===== src/rtl/sw_operand_reader.sv =====
// Board operand reader: debounces KEY_N, latches SW into A then B, and offers {A,B} downstream via valid/ready.
// Optional build macro DIGIT_RANGE_CHECK_EN rejects entries above 9 and pulses entry_err.
module sw_operand_reader #(
    parameter int WIDTH           = 4,
    parameter int DEBOUNCE_CYCLES = 16
) (
    input  logic             CLOCK_50,
    input  logic             RESET_N,
    input  logic [WIDTH-1:0] SW,
    input  logic             KEY_N,
    input  logic             operands_ready,
    output logic [WIDTH-1:0] a_out,
    output logic [WIDTH-1:0] b_out,
    output logic             operands_valid,
    output logic [1:0]       LEDG,
    output logic             entry_err
);

    localparam int CNT_W = (DEBOUNCE_CYCLES > 1) ? $clog2(DEBOUNCE_CYCLES) + 1 : 1;
    localparam logic [CNT_W-1:0] CNT_MAX = CNT_W'(DEBOUNCE_CYCLES - 1);

    // State codes double as the LEDG pattern.
    localparam logic [1:0] WAIT_A = 2'b01;
    localparam logic [1:0] WAIT_B = 2'b10;
    localparam logic [1:0] HOLD   = 2'b11;

    logic             r_sync1;
    logic             r_sync2;
    logic [CNT_W-1:0] r_cnt;
    logic             r_deb;
    logic             r_deb_d;
    logic [1:0]       r_state;
    logic [WIDTH-1:0] r_a;
    logic [WIDTH-1:0] r_b;
    logic             r_valid;
    logic             w_press;
    logic             w_reject;

    // Two-flop synchronizer; idle level is released (high).
    always_ff @(posedge CLOCK_50) begin
        if (!RESET_N) begin
            r_sync1 <= 1'b1;
            r_sync2 <= 1'b1;
        end else begin
            r_sync1 <= KEY_N;
            r_sync2 <= r_sync1;
        end
    end

    // Level changes only after DEBOUNCE_CYCLES consecutive disagreeing samples.
    always_ff @(posedge CLOCK_50) begin
        if (!RESET_N) begin
            r_cnt <= '0;
            r_deb <= 1'b1;
        end else if (r_sync2 == r_deb) begin
            r_cnt <= '0;
        end else if (r_cnt == CNT_MAX) begin
            r_deb <= r_sync2;
            r_cnt <= '0;
        end else begin
            r_cnt <= r_cnt + 1'b1;
        end
    end

    always_ff @(posedge CLOCK_50) begin
        if (!RESET_N) begin
            r_deb_d <= 1'b1;
        end else begin
            r_deb_d <= r_deb;
        end
    end

    assign w_press = r_deb_d & ~r_deb;

`ifdef DIGIT_RANGE_CHECK_EN
    assign w_reject = (32'(SW) > 32'd9);
`else
    assign w_reject = 1'b0;
`endif

`ifdef DIGIT_RANGE_CHECK_EN
    logic r_err;

    always_ff @(posedge CLOCK_50) begin
        if (!RESET_N) begin
            r_err <= 1'b0;
        end else begin
            r_err <= w_press && w_reject && (r_state != HOLD);
        end
    end

    assign entry_err = r_err;
`else
    assign entry_err = 1'b0;
`endif

    // Entry FSM; presses arriving in HOLD are dropped, even on the handshake cycle.
    always_ff @(posedge CLOCK_50) begin
        if (!RESET_N) begin
            r_state <= WAIT_A;
            r_a     <= '0;
            r_b     <= '0;
            r_valid <= 1'b0;
        end else begin
            case (r_state)
                WAIT_A: begin
                    if (w_press && !w_reject) begin
                        r_a     <= SW;
                        r_state <= WAIT_B;
                    end
                end
                WAIT_B: begin
                    if (w_press && !w_reject) begin
                        r_b     <= SW;
                        r_valid <= 1'b1;
                        r_state <= HOLD;
                    end
                end
                HOLD: begin
                    if (r_valid && operands_ready) begin
                        r_valid <= 1'b0;
                        r_state <= WAIT_A;
                    end
                end
                default: begin
                    r_valid <= 1'b0;
                    r_state <= WAIT_A;
                end
            endcase
        end
    end

    assign a_out          = r_a;
    assign b_out          = r_b;
    assign operands_valid = r_valid;
    assign LEDG           = r_state;

endmodule


===== config.mk =====
export PLATFORM = sky130hd
export DESIGN_NAME = sw_operand_reader
export DESIGN_NICKNAME = d
export VERILOG_FILES = /design/src/rtl/sw_operand_reader.sv
export SDC_FILE = /design/constraint.sdc
export NUM_CORES = 1
export LEC_CHECK = 0
export BUFFER_PORTS_ARGS = -buffer_cell sky130_fd_sc_hd__buf_2
export CAP_MARGIN = 20
export CELL_PAD_IN_SITES_DETAIL_PLACEMENT = 2
export CELL_PAD_IN_SITES_GLOBAL_PLACEMENT = 2
export CORE_MARGIN = 4
export CORE_UTILIZATION = 31
export CTS_BUF_LIST = sky130_fd_sc_hd__clkbuf_8 sky130_fd_sc_hd__clkbuf_16
export DETAILED_ROUTE_END_ITERATION = 8
export PLACE_DENSITY = 0.79
export REMOVE_ABC_BUFFERS = 1
export SLEW_MARGIN = 20
export SYNTH_ARGS = -nofsm -noshare
export SYNTH_HDL_FRONTEND = slang
export SYNTH_SLANG_ARGS = --single-unit

===== constraint.sdc =====
create_clock -name CLOCK_50 -period 1.6 [get_ports CLOCK_50]
set_input_delay 0.24 -clock CLOCK_50 [delete_from_list [all_inputs] [get_ports CLOCK_50]]
set_output_delay 0.24 -clock CLOCK_50 [all_outputs]
set_load 0.01 [all_outputs]

==> impl_metrics.tcl <==
set metrics [dict create \
    drt_wl_total_um 1670 \
    reg_to_reg_end "LEDG[0]" \
    post_route_fraction_of_the_period_consumed_by_the_critical_path_pct 95.4 \
    synth_cell_types 22 \
    totalNegativeSetupSlack_ns 0 \
    numClockSinks 20 \
    endpoint_kind "register" \
    first_global_vias 650 \
    core_region_area_um2 2540 \
    antenna_cells 0 \
    grt_setup_unrepaired "false" \
    global_route_usage_over_all_layers_pct 10.2 \
    worstSkewPairLatency_ns 0.25 \
    max-vdd-ir-drop_v 0.000588 \
    leakage_nw 0.479 \
    timing.hold.worst.start "KEY_N" \
    num-fill-cells 279 \
    overflow 0 \
    synth.yosys.seq_area_share_pct 47.4 \
    postSynthCellCount 81 \
    criticalPathCategory "register to register" \
    clock-root-buffer "clkbuf_8" \
    worst-path-max-fanout 5 \
    post_synth_main_area_contributors "dfxtp_1, mux2i_1, ha_1" \
    io_pins 20 \
    synthToLayoutAreaGrowth_pct 19.1 \
    tritoncts "yes" \
    timing.final.crit_period_ns 1.53 \
    drt.antenna.violating_nets 0 \
    antenna_found_initial 0 \
    status "finished clean" \
    cp.arrival_ns 1.67 \
    final-hold-violation-count 0 \
    via_per_inst 4.70 \
    routed-via-count 611 \
    r2r_slack_ns 0.07 \
    syn-cell-area_um2 845 \
    wl_per_cell_um 12.8 \
    io_buffers 18 \
    maxCapViolations 0 \
    numCtsBuffers 3 \
    cts_htree_levels 1 \
    detail_route.drc_violations 0 \
    postSynthAreaPerCell_um2 10.4 \
    drive_gt1_share_pct 25.0 \
    max_stage_delay_ns 0.41 \
    floorplan.rows 18 \
    report.final.slew_viol_count 0 \
    nNetsFinal 116 \
    multi_input_comb_area_um2 420 \
    detailed_place_hpwl_um 1300 \
    timing.hold.worst_endpoint "r_sync1" \
    slowest_stage "dfxtp_1" \
    clkTransAtPathRegs_ns 0.06 \
    netlist.top_cell.by_area "dfxtp_1" \
    overall_die_area_um2 3620 \
    hold_class "primary input to register" \
    worstRegToRegCells 5 \
    synth_top_cell_area_share_pct 47.4 \
    yosys_reg_bits 20 \
    p_per_area_nw_per_um2 841 \
    dp_cells 127 \
    yosys_warnings 0 \
    pin_count_of_the_biggest_net_entering_global_routing 19 \
    die-height_um 60.2 \
    mostFrequentLayoutCells "dfxtp_1, buf_2, mux2i_1, nor2b_1, ha_1" \
    worst_ep_required_time_ns 1.74 \
    final-setup-viol-count 0 \
    crit-reg2reg-launch "LEDG[1]" \
    hold_depth 2 \
    detail_route.iter0.violations 1 \
    start_util_pct 33.2 \
    drt_pass1_iterations 2 \
    mostFrequentLayoutCell "dfxtp_1" \
    grt_pass1_wl_um 2620 \
    cp-start-kind "register" \
    fp.dieW_um 60.2 \
    path_cells "inv_1 > ha_1 > nor2_2 > a2bb2oi_2 > mux2_1" \
    seq_area_um2 402 \
    max_clock_freq_mhz 655 \
    gp_congestion 0.685 \
    clock_tree.buffer_depth 2 \
    finalNonFillerCells 130 \
    timing.clock.skew_ns 0.00359 \
]
[through the flow]
stage	hold WS (ns)	power, mW	setup WS (ns)	util [%]	instance area [µm²]
finish	0.164	0.846	0.0735	39.5	1010
floorplan	0.302	0.523	0.125	-	833
detailed placement	0.418	0.540	0.0629	37.8	961
global placement	0.398	0.539	0.139	37.8	961
CTS	0.154	0.870	0.0526	39.4	1000
global route	0.173	0.882	0.0140	39.5	1010
[Yosys cell counts, drive strengths merged]
cell type,count
a2bb2oi,1
mux2i,10
nand3,1
mux2,1
nand2,5
nor2b,9
clkbuf,1
conb,1
dfxtp,20
buf,1
nor3,1
o21a,1
nand2b,5
inv,4
and3,1
nand3b,3
xor2,2
a21boi,1
nor2,6
xnor2,1
ha,6
[cell families (layout without fill, tap and decap cells)]
group | after synthesis | in the layout | synth area share, %
adder cells (fa/ha/maj) | 6 | 6 | 8.89
XOR/XNOR | 3 | 3 | 3.11
multiplexers | 11 | 11 | 13.2
buffers and inverters | 6 | 25 | 3.11
other | 1 | 1 | 0.444
flip-flops | 20 | 20 | 47.4
AO/OA/AOI/OAI | 3 | 3 | 3.56
AND/OR/NAND/NOR | 31 | 31 | 20.3
[metal layers]
metal	share of wire [%]	track usage [%]
met3	5.9	3.89
met2	54	18.8
met1	39	9.46
met4	1.9	5.70
met5	0	0
[how the worst max path moves through the flow]
| stage | startpoint | end | slack, ns | depth (start not counted) |
|---|---|---|---|---|
| floorplan | LEDG[0] | LEDG[0] | 0.12 | 5 |
| global placement | LEDG[0] | LEDG[0] | 0.14 | 5 |
| detailed placement | LEDG[0] | LEDG[0] | 0.06 | 5 |
| CTS | LEDG[0] | LEDG[0] | 0.05 | 5 |
| global route | LEDG[1] | LEDG[0] | 0.01 | 5 |
| finish | LEDG[1] | LEDG[0] | 0.07 | 5 |
[power breakdown]
part	switching (mW)	internal (mW)
combinational	0.0132	0.0125
sequential	0.00156	0.501
clock	0.151	0.167
[layout make-up]
type | instances | share of cell area [%]
sequential | 20 | 39.9
inverter | 4 | 1.49
multi-input combinational | 55 | 41.8
timing repair buffer | 18 | 8.96
tap | 30 | 3.73
clock buffer | 3 | 4.10
[sequential cells by signal, indices dropped and copies added (netlist names)]
name / cells
r_cnt: 5
a_out: 4
b_out: 4
LEDG: 2
operands_valid: 1
r_deb: 1
r_deb_d: 1
r_sync1: 1
r_sync2: 1
[worst max-delay path, delay by kind of cell, from the launching register on]
family | cells | cell delay (ns)
buffers and inverters | 1 | 0.09
AOI/OAI and AO/OA | 1 | 0.20
DFF | 1 | 0.41
muxes | 1 | 0.33
adders and majority gates | 1 | 0.24
and+or+nand+nor | 1 | 0.15
[repair_timing]
action | 4_1_cts | 5_1_grt
endpoints found under the setup margin | 0 | 1
hold endpoints to repair | 0 | 0
hold buffers | 0 | 0
resized for setup | 0 | 2
buffers inserted | 0 | 0
(Power assumes the default switching activity.)
